===== config.mk =====
export PLATFORM = sky130hd
export DESIGN_NAME = ebr_bank_buffer
export DESIGN_NICKNAME = d
export VERILOG_FILES = /design/src/rtl/ebr_bank_buffer_pkg.sv /design/src/rtl/ebr_bank_buffer_sdp_ram.sv /design/src/rtl/ebr_bank_buffer.sv
export SDC_FILE = /design/constraint.sdc
export NUM_CORES = 1
export LEC_CHECK = 0
export CORE_ASPECT_RATIO = 0.9
export CORE_MARGIN = 10
export CORE_UTILIZATION = 35
export DETAILED_ROUTE_END_ITERATION = 7
export GPL_TIMING_DRIVEN = 0
export HOLD_SLACK_MARGIN = 0.06
export SLEW_MARGIN = 25
export SYNTH_ARGS = -nofsm -noshare
export SYNTH_HDL_FRONTEND = slang
export SYNTH_SLANG_ARGS = --single-unit
export TNS_END_PERCENT = 30

===== constraint.sdc =====
create_clock -name clock -period 3.8 [get_ports clock]
set_input_delay 0.95 -clock clock [delete_from_list [all_inputs] [get_ports clock]]
set_output_delay 0.95 -clock clock [all_outputs]
set_load 0.01 [all_outputs]

===== src/rtl/ebr_bank_buffer_pkg.sv =====
// Shared definitions for the multi-bank EBR buffer: width helpers and the
// bank-pointer increment used by both the fill and drain sides.
package ebr_bank_buffer_pkg;

  localparam int PTR_MAX_W = 4;

  typedef logic [PTR_MAX_W-1:0] bank_ptr_t;

  function automatic int bank_bits(input int num_banks);
    return (num_banks <= 2) ? 1 : $clog2(num_banks);
  endfunction

  function automatic int count_bits(input int num_banks);
    return $clog2(num_banks + 1);
  endfunction

  function automatic int ram_aw(input int addr_width, input int num_banks);
    return $clog2(num_banks * (2 ** addr_width));
  endfunction

  function automatic bit is_pow2(input int n);
    return (n & (n - 1)) == 0;
  endfunction

  // Explicit wrap so non-power-of-two bank counts never reach an unused index.
  function automatic bank_ptr_t bank_next(input bank_ptr_t cur, input int num_banks);
    if (int'(cur) == num_banks - 1) return '0;
    return cur + bank_ptr_t'(1);
  endfunction

endpackage


===== src/rtl/ebr_bank_buffer_sdp_ram.sv =====
// Single-clock simple dual-port RAM with registered, enabled read; shaped so
// the iCE40 flow maps it onto EBR.
module sdp_ram #(
  parameter int DATA_W = 8,
  parameter int ADDR_W = 7,
  parameter int DEPTH  = 128
) (
  input  logic              clk,
  input  logic              we,
  input  logic [ADDR_W-1:0] waddr,
  input  logic [DATA_W-1:0] wdata,
  input  logic              re,
  input  logic [ADDR_W-1:0] raddr,
  output logic [DATA_W-1:0] rdata
);

  logic [DATA_W-1:0] mem [DEPTH];
  logic [DATA_W-1:0] rdata_q;

  always_ff @(posedge clk) begin
    if (we) mem[waddr] <= wdata;
    if (re) rdata_q <= mem[raddr];
  end

  assign rdata = rdata_q;

endmodule


===== src/rtl/ebr_bank_buffer.sv =====
// N-bank block-RAM buffer: producer fills and commits banks, consumer reads
// committed banks and releases them; ownership is tracked by two pointers and a count.
module ebr_bank_buffer
  import ebr_bank_buffer_pkg::*;
#(
  parameter int ADDR_WIDTH = 6,
  parameter int DATA_WIDTH = 8,
  parameter int NUM_BANKS  = 2
) (
  input  logic                           clock,
  input  logic                           reset,
  input  logic                           wr_en,
  input  logic [ADDR_WIDTH-1:0]          wr_addr,
  input  logic [DATA_WIDTH-1:0]          wr_data,
  input  logic                           wr_commit,
  output logic                           wr_ready,
  input  logic                           rd_en,
  input  logic [ADDR_WIDTH-1:0]          rd_addr,
  output logic [DATA_WIDTH-1:0]          rd_data,
  output logic                           rd_data_valid,
  input  logic                           rd_release,
  output logic                           rd_valid,
  output logic [$clog2(NUM_BANKS+1)-1:0] full_count,
  output logic                           error
);

  localparam int DEPTH      = 2 ** ADDR_WIDTH;
  localparam int BANK_BITS  = bank_bits(NUM_BANKS);
  localparam int COUNT_BITS = count_bits(NUM_BANKS);
  localparam int RAM_AW     = ram_aw(ADDR_WIDTH, NUM_BANKS);
  localparam int RAM_DEPTH  = NUM_BANKS * DEPTH;

  logic [BANK_BITS-1:0]  wr_bank_q, wr_bank_d;
  logic [BANK_BITS-1:0]  rd_bank_q, rd_bank_d;
  logic [COUNT_BITS-1:0] full_count_q, full_count_d;
  logic                  error_q, error_d;
  logic                  rd_data_valid_q, rd_data_valid_d;
  logic                  rd_seen_q, rd_seen_d;

  logic wr_acc, commit_acc, rd_acc, rel_acc;
  logic [RAM_AW-1:0]     wr_phys, rd_phys;
  logic [DATA_WIDTH-1:0] ram_rdata;

  assign wr_ready = (full_count_q != COUNT_BITS'(NUM_BANKS));
  assign rd_valid = (full_count_q != '0);

  assign wr_acc     = wr_en & wr_ready;
  assign commit_acc = wr_commit & wr_ready;
  assign rd_acc     = rd_en & rd_valid;
  assign rel_acc    = rd_release & rd_valid;

  generate
    if (is_pow2(NUM_BANKS)) begin : g_concat_addr
      assign wr_phys = {wr_bank_q, wr_addr};
      assign rd_phys = {rd_bank_q, rd_addr};
    end else begin : g_mult_addr
      assign wr_phys = RAM_AW'(wr_bank_q) * RAM_AW'(DEPTH) + RAM_AW'(wr_addr);
      assign rd_phys = RAM_AW'(rd_bank_q) * RAM_AW'(DEPTH) + RAM_AW'(rd_addr);
    end
  endgenerate

  sdp_ram #(
    .DATA_W (DATA_WIDTH),
    .ADDR_W (RAM_AW),
    .DEPTH  (RAM_DEPTH)
  ) u_ram (
    .clk   (clock),
    .we    (wr_acc),
    .waddr (wr_phys),
    .wdata (wr_data),
    .re    (rd_acc),
    .raddr (rd_phys),
    .rdata (ram_rdata)
  );

  always_comb begin
    wr_bank_d       = wr_bank_q;
    rd_bank_d       = rd_bank_q;
    full_count_d    = full_count_q;
    rd_data_valid_d = rd_acc;
    rd_seen_d       = rd_seen_q | rd_acc;
    error_d         = error_q
                    | (wr_en      & ~wr_ready)
                    | (wr_commit  & ~wr_ready)
                    | (rd_en      & ~rd_valid)
                    | (rd_release & ~rd_valid);

    if (commit_acc) wr_bank_d = BANK_BITS'(bank_next(bank_ptr_t'(wr_bank_q), NUM_BANKS));
    if (rel_acc)    rd_bank_d = BANK_BITS'(bank_next(bank_ptr_t'(rd_bank_q), NUM_BANKS));

    unique case ({commit_acc, rel_acc})
      2'b10:   full_count_d = full_count_q + COUNT_BITS'(1);
      2'b01:   full_count_d = full_count_q - COUNT_BITS'(1);
      default: full_count_d = full_count_q;
    endcase
  end

  always_ff @(posedge clock) begin
    if (reset) begin
      wr_bank_q       <= '0;
      rd_bank_q       <= '0;
      full_count_q    <= '0;
      error_q         <= 1'b0;
      rd_data_valid_q <= 1'b0;
      rd_seen_q       <= 1'b0;
    end else begin
      wr_bank_q       <= wr_bank_d;
      rd_bank_q       <= rd_bank_d;
      full_count_q    <= full_count_d;
      error_q         <= error_d;
      rd_data_valid_q <= rd_data_valid_d;
      rd_seen_q       <= rd_seen_d;
    end
  end

  // EBR output register has no reset; present zero until the first read lands.
  assign rd_data       = rd_seen_q ? ram_rdata : '0;
  assign rd_data_valid = rd_data_valid_q;
  assign full_count    = full_count_q;
  assign error         = error_q;

endmodule


==> qor.txt <==
status = finished, violations left
failing checks = negative setup slack
Vias/cell = 5.494
Mapped Avg Cell Area = 23.88 um^2
H-Tree Depth = 3
Yosys Warn Count = 0
PortBufs = 31
largest net degree at the start of global routing = 97
final setup margin = -176.3 ps
Die X = 376.7 um
max frequency = 251.5 MHz
dominant cell type by area after synthesis = edfxtp_1
Die Height = 341.0 um
Die Area = 128500 um^2
Post-synth top cells = edfxtp_1 (1032), mux4_2 (336), nor2_1 (138)
Slew @ Worst Pin = 1100 ps
Nets = 1853
io pins = 40
Core Footprint = 113500 um^2
CTS buffer count = 105
Max clock buf depth = 3
Clock transition at path regs = 60 ps
synth unique cells = 27
fillcell total = 9731
FP Rows = 117
register area share after synthesis = 77.68%
Num Clock Sinks = 1039
DR DRC count = 0
Max Cap Violations = 0
Cells after DPL = 3206
share of cells above drive strength 1 = 30.16%
Slew HR = 26.64%
hold bufs inserted after CTS = 0
WL/cell = 29.49 um
CTS tree = built
postcts setup bufs = 0
worst skew pair latency = 690 ps
Final Hold Violating Endpoints = 0
critical path class = input pin to flop
Vias = 18.62k
root buffer cell = clkbuf_16
Tmin final = 3976 ps
Routed Antenna Nets = 0
Synth Flop Type = edfxtp_1
largest fanout on the critical path = 10
starting density of the core = 35.32%
FFs w/ async S/R, synth = 0%
number of gates resized after CTS = 2
Max Slew Vio Count = 0
hpwl dp = 66110 um
synthesized flop and latch total = 1039
GRT Total Usage = 15.42%
DRT Pass-1 Iters = 7
worst path required time = 4110 ps
vias in the first global route = 19.09k
Syn Inst Count = 1678
Leakage Power = 13.77 nW
Final GP Congestion = 0.8088
total power = 24.21 mW
number of synthesized flops with an enable pin = 1032
first-pass GRT wire length = 143100 um
Cell Count, Final, Fillers Out = 3388
Worst VDD drop = 0.0003813 V
Fin Setup TNS = -6614 ps
Mapped Nets = 1705
top-area cell type share of the netlist area = 77.33%
1st-iter DRT viols = 2461
CP Capture Type = flop
power density over the cells = 528.5 nW/um^2
RSZ-0062 raised after global routing = yes
Setup Skew = 24.65 ps
Hold Path Class = flop to flop
fin crit share = 104.6%
type of origin of the critical path = input pin
CP Data Arrival Time = 4290 ps
Overflow after GRT = 0
count leader, synth = edfxtp_1
synth top area cells = edfxtp_1 (77%), mux4_2 (19%), nor2_1 (1.3%), clkbuf_1 (0.40%), dfxtp_1 (0.35%)
WL final = 99920 um
area delta synth->final = 14.29%
post-synthesis instance area = 40080 um^2
initial antenna violation count = 2
count of final setup violators = 85
DP Worst Slack = -805.9 ps
==> per-stage QoR <==
step / area [um^2] / hold WS (ps) / util, %
3_5_place_dp: 42510 / 513.4 / 37.47
4_1_cts: 45740 / 521.8 / 40.32
2_1_floorplan: 40080 / 510.2 / -
3_3_place_gp: 42250 / 539.4 / 37.24
6_report: 45800 / 519.8 / 40.37
5_1_grt: 45800 / 551.4 / 40.37
==> cell type report <==
class	instances	area, um^2	area share (%)
flip-flops and latches	1039	31130	67.97
multi-input cells	544	8620	18.82
clock buffers	123	2738	5.977
well taps	1487	1861	4.062
repair buffers	41	550.5	1.202
clock inverters	58	485.5	1.060
plain buffers	94	412.9	0.9015
inverters	1	3.754	0.008195
diodes	1	2.502	0.005463
==> final timing paths <==
check / depth (start not counted) / startpoint / slack, ps / end
setup reg to reg: 6 / full_count[0] / 350 / u_ram.mem[37][1]
setup / recovery: 7 / wr_addr[1] / -180 / u_ram.mem[52][1]
hold / removal: 2 / full_count[1] / 520 / full_count[1]
hold reg to reg: 2 / full_count[1] / 520 / full_count[1]
==> report_power, final <==
part | leakage, nW | total [mW] | internal [mW] | switching [mW]
sequential | 9.34 | 12.8 | 12.7 | 0.0472
clock | 1.57 | 9.84 | 5.59 | 4.25
combinational | 2.86 | 1.61 | 0.626 | 0.981
==> state kept, by name, summed over array words and instances, names as in the netlist <==
| name | count |
|---|---|
| error | 1 |
| full_count | 2 |
| rd_bank_q | 1 |
| rd_data_valid | 1 |
| rd_seen_q | 1 |
| u_ram.mem | 1024 |
| u_ram.rdata | 8 |
| wr_bank_q | 1 |
==> per-layer routing <==
metal | part of all wire [%] | GRT usage [%] | routed length, um
met5 | 0.021 | 0 | 21
met2 | 47 | 24.05 | 47110
met1 | 43 | 21.82 | 42550
met4 | 2.7 | 4.339 | 2679
met3 | 7.6 | 3.237 | 7561
==> placed cells by master, fill, tap and decap left out, types with 3 or more instances in the layout <==
cell type / instances
clkbuf_16: 107
buf_6: 9
buf_1: 20
nand3_1: 8
clkbuf_2: 13
nor2b_1: 6
bufinv_16: 7
clkbuf_1: 49
clkinv_2: 15
mux2_2: 8
dfxtp_1: 7
edfxtp_1: 1032
clkinv_1: 29
nand2_1: 11
nor2_2: 23
clkdlybuf4s50_1: 23
buf_2: 28
nor2_1: 115
and2_1: 9
mux4_2: 336
buf_16: 8
nand3b_1: 4
inv_16: 3
clkinvlp_4: 3
or2_2: 6
==> critical path: stages <==
cell	delay, ps
clkdlybuf4s50_1	510
clkbuf_1	260
or3b_2	510
or2_2	300
clkbuf_1	370
clkbuf_2	560
nor2_1	780
==> cell families after synthesis <==
group | Yosys count | synth area share [%]
buf+inv | 95 | 0.9959
xor+xnor | 4 | 0.08743
flops | 1039 | 77.68
mux | 344 | 19.11
compound gates | 4 | 0.04996
fa+ha+maj | 1 | 0.03122
simple gates | 191 | 2.051
Power figures use the tool's default switching activity.
